--- src/rtl/nlp_link_pkg.sv ---
// Shared types and default constants for the UART <-> NLProc link controller.
package nlp_link_pkg;

    typedef enum logic [1:0] {
        F_IDLE = 2'd0,
        F_FEED = 2'd1,
        F_CAPT = 2'd2
    } feed_state_t;

    typedef enum logic [1:0] {
        T_IDLE = 2'd0,
        T_ACK  = 2'd1,
        T_DONE = 2'd2
    } tx_state_t;

    localparam logic [7:0] NLP_NOMATCH = 8'h00;

    localparam int DEF_NLP_TIMEOUT    = 255;
    localparam int DEF_FIFO_DEPTH     = 4;
    localparam int DEF_TX_ACK_TIMEOUT = 16;

endpackage

--- src/rtl/nlp_res_fifo.sv ---
// Small synchronous result FIFO. A push into a full FIFO is accepted when a
// pop happens on the same edge, so the count stays put and order is kept.
module nlp_res_fifo
    import nlp_link_pkg::*;
#(
    parameter int DEPTH = DEF_FIFO_DEPTH,
    parameter int WIDTH = 8
) (
    input  logic             i_clk,
    input  logic             i_rst_n,
    input  logic             i_push,
    input  logic [WIDTH-1:0] i_push_data,
    input  logic             i_pop,
    output logic             o_full,
    output logic             o_empty,
    output logic [WIDTH-1:0] o_head
);

    localparam int AW = $clog2(DEPTH);
    localparam int CW = AW + 1;

    logic [WIDTH-1:0] r_mem [DEPTH];
    logic [AW-1:0]    r_wr_ptr;
    logic [AW-1:0]    r_rd_ptr;
    logic [CW-1:0]    r_count;
    logic             w_push_ok;
    logic             w_pop_ok;

    assign o_full    = (r_count == CW'(DEPTH));
    assign o_empty   = (r_count == '0);
    assign o_head    = r_mem[r_rd_ptr];
    assign w_pop_ok  = i_pop & ~o_empty;
    assign w_push_ok = i_push & (~o_full | w_pop_ok);

    // Storage array; contents are don't-care while empty, so no reset.
    always_ff @(posedge i_clk) begin
        if (w_push_ok) begin
            r_mem[r_wr_ptr] <= i_push_data;
        end
    end

    // Pointers wrap naturally because DEPTH is a power of two.
    always_ff @(posedge i_clk or negedge i_rst_n) begin
        if (!i_rst_n) begin
            r_wr_ptr <= '0;
            r_rd_ptr <= '0;
            r_count  <= '0;
        end else begin
            if (w_push_ok) r_wr_ptr <= r_wr_ptr + AW'(1);
            if (w_pop_ok)  r_rd_ptr <= r_rd_ptr + AW'(1);
            case ({w_push_ok, w_pop_ok})
                2'b10:   r_count <= r_count + CW'(1);
                2'b01:   r_count <= r_count - CW'(1);
                default: r_count <= r_count;
            endcase
        end
    end

endmodule

--- src/rtl/nlp_link_ctrl.sv ---
// Scheduler between UART RX, the NLProc keyword core and UART TX.
// Each received byte opens one bounded NLProc window; the first non-zero
// result is queued and later handed to the transmitter with a start/busy
// handshake.
//
// Feed FSM
//   state  | meaning
//   F_IDLE | NLProc cleared; waits for a pending byte
//   F_FEED | NLProc enabled; waits for a match or the window timeout
//   F_CAPT | NLProc cleared; holds the result until the FIFO can take it
// TX FSM
//   state  | meaning
//   T_IDLE | waits for a queued result and an idle transmitter
//   T_ACK  | start issued; waits for busy to rise (bounded)
//   T_DONE | waits for the transmitter to finish
module nlp_link_ctrl
    import nlp_link_pkg::*;
#(
    parameter int NLP_TIMEOUT    = DEF_NLP_TIMEOUT,
    parameter int FIFO_DEPTH     = DEF_FIFO_DEPTH,
    parameter int TX_ACK_TIMEOUT = DEF_TX_ACK_TIMEOUT
) (
    input  logic       CLOCK_50,
    input  logic       RST_N,
    input  logic [7:0] RX_DATA,
    input  logic       RX_BUSY,
    input  logic [7:0] NLP_SOUT,
    input  logic       TX_BUSY,
    output logic       NLP_CEN,
    output logic [7:0] NLP_DATA,
    output logic       TX_START,
    output logic [7:0] TX_DATA,
    output logic [7:0] LEDG,
    output logic [7:0] LEDR,
    output logic       OVERRUN
);

    localparam int             TW        = $clog2(TX_ACK_TIMEOUT + 1);
    localparam logic [7:0]     FEED_LAST = 8'(NLP_TIMEOUT - 1);
    localparam logic [TW-1:0]  TX_LAST   = TW'(TX_ACK_TIMEOUT - 1);

    logic        r_rx_s1, r_rx_s2, r_rx_d;
    logic        w_rx_fall;
    logic        r_pend_vld;
    logic [7:0]  r_pend_data;
    logic [7:0]  r_ledg;
    logic        r_overrun;

    feed_state_t r_feed, w_feed_nxt;
    logic [7:0]  r_feed_cnt;
    logic [7:0]  r_result;
    logic [7:0]  r_nlp_data;
    logic [7:0]  r_ledr;
    logic        r_cen_q;
    logic        w_launch;
    logic        w_capture;
    logic        w_push;

    tx_state_t   r_tx, w_tx_nxt;
    logic [TW-1:0] r_tx_cnt;
    logic        r_tx_start;
    logic [7:0]  r_tx_data;
    logic        w_tx_go;

    logic        w_full;
    logic        w_empty;
    logic [7:0]  w_head;

    assign w_rx_fall = r_rx_d & ~r_rx_s2;

    assign NLP_CEN  = (r_feed == F_FEED);
    assign NLP_DATA = r_nlp_data;
    assign TX_START = r_tx_start;
    assign TX_DATA  = r_tx_data;
    assign LEDG     = r_ledg;
    assign LEDR     = r_ledr;
    assign OVERRUN  = r_overrun;

    // RX_BUSY synchronizer, falling-edge detect and the one-entry pending slot.
    always_ff @(posedge CLOCK_50 or negedge RST_N) begin
        if (!RST_N) begin
            r_rx_s1     <= 1'b0;
            r_rx_s2     <= 1'b0;
            r_rx_d      <= 1'b0;
            r_pend_vld  <= 1'b0;
            r_pend_data <= 8'h00;
            r_ledg      <= 8'h00;
            r_overrun   <= 1'b0;
        end else begin
            r_rx_s1 <= RX_BUSY;
            r_rx_s2 <= r_rx_s1;
            r_rx_d  <= r_rx_s2;
            if (w_rx_fall && r_pend_vld) begin
                r_overrun <= 1'b1;
            end
            // A byte arriving while the slot is occupied is dropped, even if
            // the slot is being drained on the same edge.
            if (w_rx_fall && !r_pend_vld) begin
                r_pend_vld  <= 1'b1;
                r_pend_data <= RX_DATA;
                r_ledg      <= RX_DATA;
            end else if (w_launch) begin
                r_pend_vld <= 1'b0;
            end
        end
    end

    // Feed FSM next state. r_cen_q keeps NLP_CEN low for two cycles after a
    // timeout exit as well as after a capture.
    always_comb begin
        w_feed_nxt = r_feed;
        w_launch   = 1'b0;
        w_capture  = 1'b0;
        w_push     = 1'b0;
        case (r_feed)
            F_IDLE: begin
                if (r_pend_vld && !r_cen_q) begin
                    w_launch   = 1'b1;
                    w_feed_nxt = F_FEED;
                end
            end
            F_FEED: begin
                if (NLP_SOUT != NLP_NOMATCH) begin
                    w_capture  = 1'b1;
                    w_feed_nxt = F_CAPT;
                end else if (r_feed_cnt == FEED_LAST) begin
                    w_feed_nxt = F_IDLE;
                end
            end
            F_CAPT: begin
                if (!w_full || w_tx_go) begin
                    w_push     = 1'b1;
                    w_feed_nxt = F_IDLE;
                end
            end
            default: w_feed_nxt = F_IDLE;
        endcase
    end

    // Feed FSM state, window counter and captured-result registers.
    always_ff @(posedge CLOCK_50 or negedge RST_N) begin
        if (!RST_N) begin
            r_feed     <= F_IDLE;
            r_feed_cnt <= 8'h00;
            r_result   <= 8'h00;
            r_nlp_data <= 8'h00;
            r_ledr     <= 8'h00;
            r_cen_q    <= 1'b0;
        end else begin
            r_feed  <= w_feed_nxt;
            r_cen_q <= NLP_CEN;
            if (w_launch) begin
                r_nlp_data <= r_pend_data;
                r_feed_cnt <= 8'h00;
            end else if (r_feed == F_FEED && !w_capture) begin
                r_feed_cnt <= r_feed_cnt + 8'd1;
            end
            if (w_capture) begin
                r_result <= NLP_SOUT;
                r_ledr   <= NLP_SOUT;
            end
        end
    end

    // TX FSM next state; a start is only issued from T_IDLE with TX idle.
    always_comb begin
        w_tx_nxt = r_tx;
        w_tx_go  = 1'b0;
        case (r_tx)
            T_IDLE: begin
                if (!w_empty && !TX_BUSY) begin
                    w_tx_go  = 1'b1;
                    w_tx_nxt = T_ACK;
                end
            end
            T_ACK: begin
                if (TX_BUSY) begin
                    w_tx_nxt = T_DONE;
                end else if (r_tx_cnt == TX_LAST) begin
                    w_tx_nxt = T_IDLE;
                end
            end
            T_DONE: begin
                if (!TX_BUSY) w_tx_nxt = T_IDLE;
            end
            default: w_tx_nxt = T_IDLE;
        endcase
    end

    // TX FSM state, ack timer, start pulse and held transmit byte.
    always_ff @(posedge CLOCK_50 or negedge RST_N) begin
        if (!RST_N) begin
            r_tx       <= T_IDLE;
            r_tx_cnt   <= '0;
            r_tx_start <= 1'b0;
            r_tx_data  <= 8'h00;
        end else begin
            r_tx       <= w_tx_nxt;
            r_tx_start <= w_tx_go;
            if (w_tx_go) begin
                r_tx_data <= w_head;
                r_tx_cnt  <= '0;
            end else if (r_tx == T_ACK) begin
                r_tx_cnt <= r_tx_cnt + TW'(1);
            end
        end
    end

    nlp_res_fifo #(
        .DEPTH (FIFO_DEPTH),
        .WIDTH (8)
    ) u_fifo (
        .i_clk       (CLOCK_50),
        .i_rst_n     (RST_N),
        .i_push      (w_push),
        .i_push_data (r_result),
        .i_pop       (w_tx_go),
        .o_full      (w_full),
        .o_empty     (w_empty),
        .o_head      (w_head)
    );

endmodule

--- config.mk ---
export PLATFORM = sky130hd
export DESIGN_NAME = nlp_link_ctrl
export DESIGN_NICKNAME = d
export VERILOG_FILES = /design/src/rtl/nlp_link_pkg.sv /design/src/rtl/nlp_res_fifo.sv /design/src/rtl/nlp_link_ctrl.sv
export SDC_FILE = /design/constraint.sdc
export NUM_CORES = 1
export LEC_CHECK = 0
export ABC_AREA = 1
export CORE_MARGIN = 4
export CORE_UTILIZATION = 54
export CTS_CLUSTER_SIZE = 8
export DETAILED_ROUTE_END_ITERATION = 7
export PLACE_DENSITY = 0.79
export REMOVE_ABC_BUFFERS = 1
export SLEW_MARGIN = 10
export SYNTH_ARGS = -nofsm -noshare
export SYNTH_HDL_FRONTEND = slang
export SYNTH_SLANG_ARGS = --single-unit
--- constraint.sdc ---
create_clock -name CLOCK_50 -period 2.6 [get_ports CLOCK_50]
set_input_delay 0.78 -clock CLOCK_50 [delete_from_list [all_inputs] [get_ports CLOCK_50]]
set_output_delay 0.78 -clock CLOCK_50 [all_outputs]
set_load 0.01 [all_outputs]
==> run_results.csv <==
group,metric,value,unit
outcome,status,"finished, final reports clean",
layout,diodes,0,
placement,gp_congestion,0.810,
floorplanning,pin_count,55,
clock_network,cts_tree,"done",
global_route,grt_antenna_before_repair,0,
timing,worst_pin_slew,0.625,ns
detailed_routing,antenna_left,0,
timing,skew,0.0128,ns
layout,layoutNonFillerInstCount,571,
critical_path,crit_slowest_cell,"clkdlybuf4s50_1",
pwr,peakVddDrop,0.538,mV
timing,setup_violations,0,
timing,timing.fmax,0.420,GHz
worst_hold_path,hp-start,"r_rx_s1",
clock_network,clock_sinks,95,
yosys,syn_avg_cell_area,9.98,um^2
timing,rsz0062_at_grt,"no",
detailed_routing,avgRoutedWirePerCell,13.7,um
layout,layout-drive-gt1-share,0.0826,
floorplanning,dieWidth,94.2,um
floorplanning,core_area,7250,um^2
yosys,synth_top_area_frac,0.393,
critical_path,cp-startpoint,"r_feed[1]",
pwr,p_leak,0.00221,uW
placement,pre_cts_ws,-0.0439,ns
clock_network,cts_resized,0,
placement,place_inst,555,
floorplanning,rows,31,
critical_path,cp_slowest_stage_delay,0.55,ns
layout,multi_input_area,1250,um^2
critical_path,crit_required,1.82,ns
global_route,grt_pass1_wl,13700,um
yosys,synthTopCellsByArea,"dfrtp_1 39%, edfxtp_1 24%, nand2_1 9.2%, nor2_1 4.9%, nand3_1 3.1%",
clock_network,htree_levels,3,
layout,syn2layout_area_growth,21.7,%
clock_network,cts_setup_buffers,0,
detailed_routing,vias_per_cell,5.11,
clock_network,cts_buffers,9,
yosys,synth-main-ff-cell,"dfrtp_1",
critical_path,worstSetupStartpointType,"flop",
timing,slew_headroom,0.584,
layout,register_area,2540,um^2
detailed_routing,drt_iter0_drc,83,
floorplanning,design.die.area,8870,um^2
yosys,ys_seq_area_frac,0.633,
critical_path,crit_family,"buffers and inverters",
yosys,syn-cell-area,4010,um^2
run,cap_violations,0,
timing,slew_violations,0,
floorplanning,die_h,94.2,um
critical_path,crit_type,"flop to primary output",
floorplanning,start_util,0.553,
clock_network,cts_root_buf,"clkbuf_8",
yosys,yosys.area.top_type,"dfrtp_1",
yosys,synthCells,402,
yosys,synthArstFlopShare,0.663,
critical_path,cp_num_buf_inv,3,
yosys,synth_cell_types,27,
critical_path,crit_fanout,5,
timing,hold_slack,0.361,ns
global_route,grt_pass1_vias,2979,
detailed_routing,route.detailed.drc,0,
pwr,fin_total_pwr,5430,uW
critical_path,crit-reg2reg-launch,"u_fifo.r_count[0]",
global_route,grt.total_usage,0.199,
detailed_routing,firstDrtPassIters,4,
yosys,yosysWarnings,0,
pwr,power_density,1110,nW/um^2
critical_path,cp-end-kind,"primary output",
detailed_routing,drt_wl_total,7840,um
clock_network,clockBufferDepth,2,
timing,period_share,0.915,
layout,fillerInstances,572,
clock_network,clk_pin_slew,0.09,ns
clock_network,clock_latency,0.36,ns
layout,num-nets-final,497,
global_route,overflow,0,
timing,min_period,2.38,ns
placement,hpwl,5610,um
global_route,grt_max_degree,40,
timing,final-hold-violation-count,0,
critical_path,crit_chain,"inv_2 > nand2_1 > inv_1 > clkdlybuf4s50_1",
yosys,ys_seq_elements,95,
worst_hold_path,hold_path.class,"flop to flop",
detailed_routing,via_count,2920,
clock_network,cts_hold_buf,0,
critical_path,critPathArrivalTime,1.60,ns
placement,port_buffers,54,
yosys,synth_edf_count,32,
timing,fin_ws,0.220,ns
==> where the power goes <==
part           leakage, uW  total (uW)  switching (uW)  internal, uW
registers          0.00107        2470             395          2070
logic              0.00105        2020            1080           939
clock network    0.0000935         944             497           447
==> synthesized netlist by cell type, types with 2 or more instances <==
| master | instances |
|---|---|
| a21oi_1 | 12 |
| buf_2 | 6 |
| buf_4 | 3 |
| buf_6 | 2 |
| dfrtp_1 | 63 |
| edfxtp_1 | 32 |
| ha_1 | 9 |
| inv_1 | 33 |
| inv_2 | 5 |
| nand2_1 | 98 |
| nand2_2 | 3 |
| nand3_1 | 25 |
| nand3_2 | 2 |
| nand4_1 | 2 |
| nor2_1 | 52 |
| nor3_1 | 2 |
| o21a_1 | 8 |
| o21ai_0 | 21 |
| o21ai_1 | 12 |
| xor2_1 | 5 |
==> layout by cell type (no fill, tap or decap) <==
cell / Yosys / routed
o21ai_0: 21 / 21
clkinvlp_4: 0 / 1
nand2_1: 98 / 98
nand3_2: 2 / 2
clkinv_2: 0 / 1
nand3_1: 25 / 25
inv_2: 5 / 5
buf_4: 3 / 10
nor2_1: 52 / 52
dfrtp_1: 63 / 63
fa_1: 1 / 1
ha_1: 9 / 9
clkinv_4: 0 / 2
edfxtp_1: 32 / 32
nor2_2: 1 / 1
xor2_1: 5 / 5
clkbuf_8: 0 / 9
buf_2: 6 / 1
buf_12: 0 / 1
nor3_1: 2 / 2
o21a_1: 8 / 8
o22ai_1: 1 / 1
inv_1: 33 / 33
nand4_1: 2 / 2
xnor2_1: 1 / 1
inv_4: 1 / 1
a31o_2: 1 / 1
a21oi_1: 12 / 12
clkdlybuf4s50_1: 0 / 53
o31ai_1: 1 / 1
bufinv_16: 0 / 1
o21ai_1: 12 / 12
nand2_2: 3 / 3
clkbuf_1: 0 / 2
==> stage by stage <==
step | util | area [um^2] | setup TNS (ns)
after global placement | 0.647 | 4690 | 0
after CTS | 0.673 | 4880 | 0
after global routing | 0.673 | 4880 | 0
after detailed placement | 0.647 | 4690 | -0.0439
final | 0.673 | 4880 | 0
after floorplan | - | 3940 | 0
==> logic make-up (layout without fill, tap and decap cells) <==
family | after synthesis | in the layout | synth area share
flops | 95 | 95 | 0.633
buf+inv | 50 | 120 | 0.0559
fa+ha+maj | 10 | 10 | 0.0331
simple gates | 185 | 185 | 0.188
compound gates | 56 | 56 | 0.0768
xor+xnor | 6 | 6 | 0.0131
==> worst paths after layout <==
| path | to | slack [ns] | cells after the start |
|---|---|---|---|
| max reg2reg | u_fifo.r_count[2] | 0.63 | 11 |
| max in group asynchronous | r_rx_s2 | 1.55 | 2 |
| min in group asynchronous | r_tx_cnt[2] | 0.43 | 1 |
| min | r_rx_s2 | 0.36 | 0 |
| min reg2reg | r_rx_s2 | 0.36 | 0 |
| max | NLP_CEN | 0.22 | 4 |
==> registers in the layout, indices dropped and copies added (netlist names) <==
register / count
r_rx_d: 1
NLP_DATA: 8
r_feed_cnt: 8
u_fifo.r_mem: 32
LEDR: 8
TX_DATA: 8
r_rx_s2: 1
r_feed: 2
u_fifo.r_wr_ptr: 2
TX_START: 1
r_pend_vld: 1
r_tx_cnt: 5
u_fifo.r_count: 3
u_fifo.r_rd_ptr: 2
r_cen_q: 1
OVERRUN: 1
LEDG: 8
r_rx_s1: 1
r_tx: 2
==> cell type report <==
class,count,area share
clock buffer,11,0.0269
inverter,39,0.0305
sequential,95,0.520
clock inverter,5,0.0123
multi-input combinational,257,0.256
timing repair buffer,65,0.129
tap,99,0.0254
==> metal layers <==
layer,wire [um],vias up,track usage
met3,463,9,0.0497
met2,3880,92,0.330
met4,125,0,0.0722
met5,0,-,0
met1,3370,1394,0.253
li1,-,1425,-
Power figures use the tool's default switching activity.
